`config.mk`:
```
export PLATFORM = sky130hd
export DESIGN_NAME = seg_display_mux
export DESIGN_NICKNAME = d
export VERILOG_FILES = /design/src/rtl/seg_pkg.sv /design/src/rtl/seg_hex_decode.sv /design/src/rtl/seg_display_mux.sv
export SDC_FILE = /design/constraint.sdc
export NUM_CORES = 1
export LEC_CHECK = 0
export ABC_CLOCK_PERIOD_IN_PS = 9100
export BUFFER_PORTS_ARGS = -buffer_cell sky130_fd_sc_hd__buf_2
export CAP_MARGIN = 20
export CORE_UTILIZATION = 57
export CTS_BUF_LIST = sky130_fd_sc_hd__clkbuf_4 sky130_fd_sc_hd__clkbuf_8
export DETAILED_ROUTE_END_ITERATION = 6
export PLACE_DENSITY_LB_ADDON = 0.3
export SETUP_SLACK_MARGIN = 0.4
export SLEW_MARGIN = 30
export SYNTH_ARGS = -nofsm -noshare
export SYNTH_HDL_FRONTEND = slang
export SYNTH_HIERARCHICAL = 1
export SYNTH_SLANG_ARGS = --single-unit
```
`constraint.sdc`:
```
create_clock -name clk -period 9.1 [get_ports clk]
set_clock_uncertainty 0.2 [all_clocks]
set_input_delay 1.365 -clock clk [delete_from_list [all_inputs] [get_ports clk]]
set_output_delay 1.365 -clock clk [all_outputs]
set_load 0.01 [all_outputs]
```
`src/rtl/seg_pkg.sv`:
```
// Shared constants for the seven-segment display path: active-low hex glyphs
// (bit 7 = dp, bits 6:0 = g..a) and the all-off blank pattern.
package seg_pkg;

    localparam logic [7:0] SEG_BLANK = 8'hFF;

    localparam logic [7:0] GLYPH_0 = 8'hC0;
    localparam logic [7:0] GLYPH_1 = 8'hF9;
    localparam logic [7:0] GLYPH_2 = 8'hA4;
    localparam logic [7:0] GLYPH_3 = 8'hB0;
    localparam logic [7:0] GLYPH_4 = 8'h99;
    localparam logic [7:0] GLYPH_5 = 8'h92;
    localparam logic [7:0] GLYPH_6 = 8'h82;
    localparam logic [7:0] GLYPH_7 = 8'hF8;
    localparam logic [7:0] GLYPH_8 = 8'h80;
    localparam logic [7:0] GLYPH_9 = 8'h90;
    localparam logic [7:0] GLYPH_A = 8'h88;
    localparam logic [7:0] GLYPH_B = 8'h83;
    localparam logic [7:0] GLYPH_C = 8'hC6;
    localparam logic [7:0] GLYPH_D = 8'hA1;
    localparam logic [7:0] GLYPH_E = 8'h86;
    localparam logic [7:0] GLYPH_F = 8'h8E;

endpackage

```
`src/rtl/seg_hex_decode.sv`:
```
// Combinational nibble-to-glyph decoder; output is the active-low g..a field
// of the shared glyph constants.
import seg_pkg::*;

module seg_hex_decode (
    input  logic [3:0] hex_i,
    output logic [6:0] seg_o
);

    // NOTE: a default assignment ahead of the case keeps this purely combinational (no latch).
    always_comb begin
        seg_o = GLYPH_0[6:0];
        case (hex_i)
            4'h0: seg_o = GLYPH_0[6:0];
            4'h1: seg_o = GLYPH_1[6:0];
            4'h2: seg_o = GLYPH_2[6:0];
            4'h3: seg_o = GLYPH_3[6:0];
            4'h4: seg_o = GLYPH_4[6:0];
            4'h5: seg_o = GLYPH_5[6:0];
            4'h6: seg_o = GLYPH_6[6:0];
            4'h7: seg_o = GLYPH_7[6:0];
            4'h8: seg_o = GLYPH_8[6:0];
            4'h9: seg_o = GLYPH_9[6:0];
            4'hA: seg_o = GLYPH_A[6:0];
            4'hB: seg_o = GLYPH_B[6:0];
            4'hC: seg_o = GLYPH_C[6:0];
            4'hD: seg_o = GLYPH_D[6:0];
            4'hE: seg_o = GLYPH_E[6:0];
            default: seg_o = GLYPH_F[6:0];
        endcase
    end

endmodule

```
`src/rtl/seg_display_mux.sv`:
```
// Multiplexed seven-segment driver: frame snapshot of the selected channel,
// anti-ghost guard, blinking; leading-zero blanking when SEG_LZB_EN is defined.
import seg_pkg::*;

module seg_display_mux #(
    parameter int NUM_DIGITS  = 4,
    parameter int NUM_CH      = 8,
    parameter int SCAN_DIV_W  = 17,
    parameter int BLINK_DIV_W = 25,
    parameter int GUARD       = 4
) (
    input  logic                           clk,
    input  logic                           rst,
    input  logic [$clog2(NUM_CH)-1:0]      sel,
    input  logic [NUM_CH*4*NUM_DIGITS-1:0] ch_data,
    input  logic [NUM_DIGITS-1:0]          dp_mask,
    input  logic [NUM_DIGITS-1:0]          blink_mask,
    output logic [NUM_DIGITS-1:0]          AN,
    output logic [7:0]                     SEGMENT
);

    localparam int FRAME_W = 4 * NUM_DIGITS;
    localparam int IDX_W   = $clog2(NUM_DIGITS);
    localparam logic [IDX_W-1:0] LAST_IDX = IDX_W'(NUM_DIGITS - 1);

    // The scan prescaler is the low SCAN_DIV_W bits of the blink divider.
    logic [BLINK_DIV_W-1:0] div_q, div_d;
    logic [IDX_W-1:0]       idx_q, idx_d;
    logic [FRAME_W-1:0]     snap_q, snap_d;
    logic [SCAN_DIV_W-1:0]  guard_q, guard_d;
    logic                   phase_q, phase_d;
    logic                   first_q;
    logic [NUM_DIGITS-1:0]  an_q, an_d;
    logic [7:0]             seg_q, seg_d;

    logic       scan_tick;
    logic       blank;
    logic [3:0] nibble;
    logic [6:0] glyph;

    seg_hex_decode u_dec (
        .hex_i (nibble),
        .seg_o (glyph)
    );

`ifdef SEG_LZB_EN
    logic [NUM_DIGITS-1:0] lz;
    always_comb begin
        logic zero_run;
        zero_run = 1'b1;
        lz       = '0;
        for (int i = NUM_DIGITS - 1; i > 0; i--) begin
            zero_run = zero_run & (snap_d[i*4 +: 4] == 4'h0);
            lz[i]    = zero_run;
        end
    end
`endif

    // Outputs are computed from next-state values so the new digit appears
    // exactly one cycle after the scan tick.
    always_comb begin
        div_d     = div_q + 1'b1;
        scan_tick = &div_q[SCAN_DIV_W-1:0];
        phase_d   = phase_q ^ (&div_q);

        idx_d = idx_q;
        if (scan_tick) idx_d = (idx_q == LAST_IDX) ? '0 : idx_q + 1'b1;

        snap_d = snap_q;
        if (first_q || (scan_tick && idx_q == LAST_IDX))
            snap_d = ch_data[sel*FRAME_W +: FRAME_W];

        guard_d = guard_q;
        if (scan_tick)         guard_d = SCAN_DIV_W'(GUARD);
        else if (guard_q != 0) guard_d = guard_q - 1'b1;

        nibble = snap_d[idx_d*4 +: 4];
        blank  = phase_d & blink_mask[idx_d];
`ifdef SEG_LZB_EN
        blank  = blank | lz[idx_d];
`endif

        seg_d = blank ? SEG_BLANK : {~dp_mask[idx_d], glyph};
        an_d  = (blank || guard_d != 0) ? '1 : ~(NUM_DIGITS'(1) << idx_d);
    end

    // NOTE: sequential state uses non-blocking assignments so every register samples pre-edge values.
    always_ff @(posedge clk) begin
        if (rst) begin
            div_q   <= '0;
            idx_q   <= '0;
            snap_q  <= '0;
            guard_q <= '0;
            phase_q <= 1'b0;
            first_q <= 1'b1;
            an_q    <= '1;
            seg_q   <= SEG_BLANK;
        end else begin
            div_q   <= div_d;
            idx_q   <= idx_d;
            snap_q  <= snap_d;
            guard_q <= guard_d;
            phase_q <= phase_d;
            first_q <= 1'b0;
            an_q    <= an_d;
            seg_q   <= seg_d;
        end
    end

    assign AN      = an_q;
    assign SEGMENT = seg_q;

endmodule

```
Yosys cells after proc, flatten, opt, wreduce, memory -nomap -nowiden
Memory sizes are Yosys's and may differ from the RTL's. A register that Yosys moved wholly into a read port is not among the register bits.
Index checks and enable logic that the tools add are counted.
{"block": "word_totals", "regBits": 74, "mem_bits_ro": 112, "inputBits": 141, "output_inout_bits": 12, "word_cells": 40, "n_memories": 1}
{"name": "(no name shown)", "depth": 16, "width": 7, "rd": 1, "rd_clocked_by_memory_dff": 1, "wr": 0, "line": "seg_hex_decode.sv:13", "rtl": "case (hex_i)"}
{"block": "op_classes", "n_addsub": 3, "order_cmp": 1, "eq_ne": 1, "shifts": 3, "mux": 10, "bitwise_logic": 4, "n_reduce_logical": 9}
{"operator": "indexed part select 128 x 8 -> 16 bit", "n": 1}
{"operator": "two-way mux 17 bit", "n": 2}
{"operator": "nonzero test 17 bit", "n": 2}
{"operator": "adder 25 x 1 -> 25 bit (second input constant)", "n": 1}
{"operator": "AND reduction 25 bit", "n": 1}
{"operator": "AND reduction 17 bit", "n": 1}
{"operator": "subtractor 17 x 1 -> 17 bit (second input constant)", "n": 1}
{"operator": "two-way mux 16 bit", "n": 1}
{"operator": "indexed part select 16 x 5 -> 4 bit", "n": 1}
{"operator": "binary-select mux 1 bit (select 2 bit)", "n": 2}
{"operator": "two-way mux 2 bit", "n": 2}
{"operator": "inverter 4 bit", "n": 1}
{"operator": "OR reduction 2 bit", "n": 2}
{"operator": "left shift 1 x 2 -> 4 bit (first input constant)", "n": 1}
{"operator": "< comparator 2 x 3 -> 1 bit (second input constant)", "n": 1}
{"operator": "two-way mux 1 bit", "n": 3}
{"operator": "adder 2 x 1 -> 2 bit (second input constant)", "n": 1}
{"operator": "equality test 2 bit (second input constant)", "n": 1}
{"operator": "logical OR 1 bit", "n": 2}
{"operator": "AND 1 bit", "n": 1}
{"operator": "logical AND 1 bit", "n": 1}
{"operator": "inverter 1 bit", "n": 1}
{"operator": "bitwise XOR 1 bit", "n": 1}

Depth between registers and ports, before layout
{"block": "logic_depth", "word_depth": 8, "depth_mapped": 18, "ltp_nobuf": 16}

Cells and area by module
The synthesis kept the hierarchy.
{"mod": "seg_display_mux", "n_inst": 1, "cells_each": 437, "area_each_um2": 4284.1, "seq_area_each_um2": 1481.4}
{"mod": "seg_hex_decode", "n_inst": 1, "cells_each": 32, "area_each_um2": 275.3, "seq_area_each_um2": 0.0}

Least setup slack after synthesis
No wires, ideal clock.
{"block": "synth_path", "path_kind": "input to register", "startpoint": "input port sel[0]", "endpoint": "register seg_q[0] (netlist: SEGMENT[0])", "setup_time_ps": 57, "t_arrival_ps": 4057, "required_ps": 8843, "slack_ps": 4786, "cell_stages": 14, "n_path_buf": 2, "cell_sequence": "buf_2 -> buf_2 -> mux4_2 -> mux2i_1 -> nor2_1 -> a21oi_1 -> o22a_1 -> o221ai_1 -> inv_1 -> ha_1 -> and2b_2 -> or3b_1 -> o21ai_0 -> or2b_1"}
{"block": "synth_between", "elab_chain_cells": 3}
{"item": "start: declaration", "line": "seg_display_mux.sv:14", "rtl": "input logic [$clog2(NUM_CH)-1:0] sel,"}
{"item": "indexed part select 128 x 8 -> 16 bit", "line": "seg_display_mux.sv:71", "rtl": "snap_d = ch_data[sel*FRAME_W +: FRAME_W];"}
{"item": "two-way mux 16 bit", "line": "seg_display_mux.sv:70", "rtl": "if (first_q || (scan_tick && idx_q == LAST_IDX))"}
{"item": "indexed part select 16 x 5 -> 4 bit", "line": "seg_display_mux.sv:77", "rtl": "nibble = snap_d[idx_d*4 +: 4];"}
{"item": "net nibble[1]", "line": "seg_display_mux.sv:38", "rtl": "logic [3:0] nibble;"}
{"item": "end: declaration", "line": "seg_display_mux.sv:34", "rtl": "logic [7:0] seg_q, seg_d;"}
The timed path passes the listed nets, and every way through them passes these cells.
A chain may end at the register's enable or synchronous reset.

Worst setup path in the final report
Ends and elaborated chain as after synthesis.

==> impl_metrics.toml <==
[outcome]
status = "complete, no violations"

[final_layout]
fin_util_pct = 71.9
layout_commonest_cell = "buf_2"
final_cell_mix = "buf_2, nor2_1, dfxtp_1, mux4_2, a21oi_1"
fin_nets = 761
n_fill_cell = 583
drive_gt1_share_pct = 36.5
area_growth_pct = 21.9
fin_area_um2 = 5560

[synth]
synth_warnings = 6
syn_nets = 622
syn_inst = 469
synth_seq_area_share_pct = 32.5
synth-edff-count = 0
syn_avg_cell_area_um2 = 9.72
synth_area_um2 = 4560
ys_ff_latch = 74
ys_types = 60
async_flop_share_pct = 0
ys.flop_type = "dfxtp_1"

[timing]
timing.fmax_mhz = 227
rsz0062_at_grt = "false"
hold_violations = 0
slew_violations = 0
setup-tns-final_ns = 0
worst_pin_slew_ns = 0.815
timing.final.crit_share_pct = 48.4
slew-limit-headroom_pct = 45.7
fin_crit_ns = 4.40
final-setup-viol-count = 0

[min_path]
min_path_type = "reg2reg"
min_from = "div_q[0]$_SDFF_PP0_"
worstHoldPathCells = 1
min_to = "div_q[0]$_SDFF_PP0_"

[drt]
num_vias = 4107
finalWirelength_um = 11400
drc = 0
vias_per_cell = 5.74
drt-initial-drc-count = 120
first_pass_iters = 4
wire_per_inst_um = 15.9
final_antenna_net_count = 0

[clock_tree]
cts_tree = "yes"
clock_latency_ns = 0.35
cts_setup_buffers = 0
clk_pin_slew_ns = 0.08
cts_max_level = 3
cts.path.max_buffers = 2
cts.sinks = 74
cts_resized = 0
holdBufCountCts = 0
clockRootBuffer = "clkbuf_8"
cts-buffers-inserted = 9

[floorplan]
initial_core_util_pct = 59.0
die_y_um = 91.4
core_area_um2 = 7730
io-pin-count = 153
die_w_um = 91.4
die_area_um2 = 8360
placementRows = 32

[place]
io_buffers = 152
place_area_um2 = 5330
place_congestion = 0.987
dp_hpwl_um = 8800

[critical_path]
worstSetupPathType = "in2reg"
regToRegSetupSlack_ns = 4.71
required_ns = 9.20
crit_arrival_ns = 4.50
regToRegStartpoint = "div_q[9]$_SDFF_PP0_"
cp-start-kind = "input pin"
r2r-end = "SEGMENT[3]$_SDFF_PP1_"
r2r_cells = 13
critPathMaxFanout = 32
end_kind = "flip-flop"

[pwr]
p_leak_uw = 0.00234
p_per_area_nw_per_um2 = 202
irDropWorstVdd_v = 0.0000993
power_uw = 1120

[global_routing]
grt_max_degree = 48
grt_pass1_vias = 4024
antenna_found_initial = 0
overflow = 0
grt_usage_pct = 27.9
grt_pass1_wl_um = 18400

[flow_run]
max_cap_viol_count = 0
[through the flow]
step	instances	hold slack [ns]	setup slack (ns)
6_report	716	0.273	4.70
5_1_grt	715	0.314	4.32
4_1_cts	715	0.277	4.36
3_5_place_dp	699	0.258	4.07
3_3_place_gp	699	0.241	4.19
2_1_floorplan	469	0.230	4.79
[Yosys cell counts (7+ instances only)]
library cell	count	share of area, %
nor3_1	13	1.4
ha_1	12	3.3
clkbuf_1	11	0.91
xor2_1	13	2.5
nand2_1	29	2.4
xnor2_1	14	2.7
nand4_1	13	1.8
nor2_1	79	6.5
nand3_1	11	1.2
buf_2	7	0.77
mux2i_1	22	4.8
dfxtp_1	74	32
mux4_2	33	16
a21oi_1	32	3.5
o21ai_0	10	1.1
inv_1	10	0.82
[sequential cells by signal, summed over array words and instances (netlist names)]
register  cells
div_q        25
guard_q      17
snap_q       16
SEGMENT       8
AN            4
idx_q         2
first_q       1
phase_q       1
[where the power goes]
| group | switching (µW) | internal, µW | total [µW] |
|---|---|---|---|
| clock network | 127 | 154 | 280 |
| logic | 230 | 205 | 435 |
| registers | 46.3 | 361 | 407 |
[worst max-delay path: stages]
cell      delay, ns
buf_4          0.45
mux4_2         0.57
mux2i_1        0.15
nor2_1         0.07
a21oi_1        0.24
o22a_1         0.19
o221ai_1       0.22
inv_1          0.23
ha_1           0.22
and2b_2        0.24
or3b_1         0.36
o21ai_0        0.07
or2b_1         0.11
[kinds of logic after synthesis]
logic type,after synthesis,share of synthesized area [%]
compound gates,65,8.92
xor+xnor,27,5.19
fa+ha+maj,12,3.29
buf+inv,35,3.70
flops,74,32.5
mux,59,22.4
simple gates,197,24.0
[routing by layer]
layer  wire length, µm  global-route usage [%]  vias to the layer above
met5                 0                       0                        -
met4               391                    14.8                        0
met3               616                    4.94                       32
met2              5860                    49.5                      153
met1              4550                    31.9                     1920
li1                  -                       -                     2002
[cell type report]
class	instances	area [µm²]	area share (%)
diodes	1	2.50	0.0450
flip-flops and latches	74	1480	26.7
well taps	102	128	2.30
repair buffers	153	771	13.9
clock inverters	7	93.8	1.69
clock buffers	9	124	2.23
inverters	10	37.5	0.676
multi-input cells	360	2920	52.5
[how the worst max path moves through the flow]
stage / start / to / slack [ns]
after floorplan: sel[0] / SEGMENT[0]$_SDFF_PP1_ / 4.79
after global placement: sel[0] / SEGMENT[0]$_SDFF_PP1_ / 4.19
after detailed placement: sel[0] / SEGMENT[1]$_SDFF_PP1_ / 4.07
after CTS: sel[0] / SEGMENT[1]$_SDFF_PP1_ / 4.36
after global routing: div_q[0]$_SDFF_PP0_ / SEGMENT[3]$_SDFF_PP1_ / 4.32
final: sel[0] / SEGMENT[0]$_SDFF_PP1_ / 4.70
(Power assumes the default switching activity.)
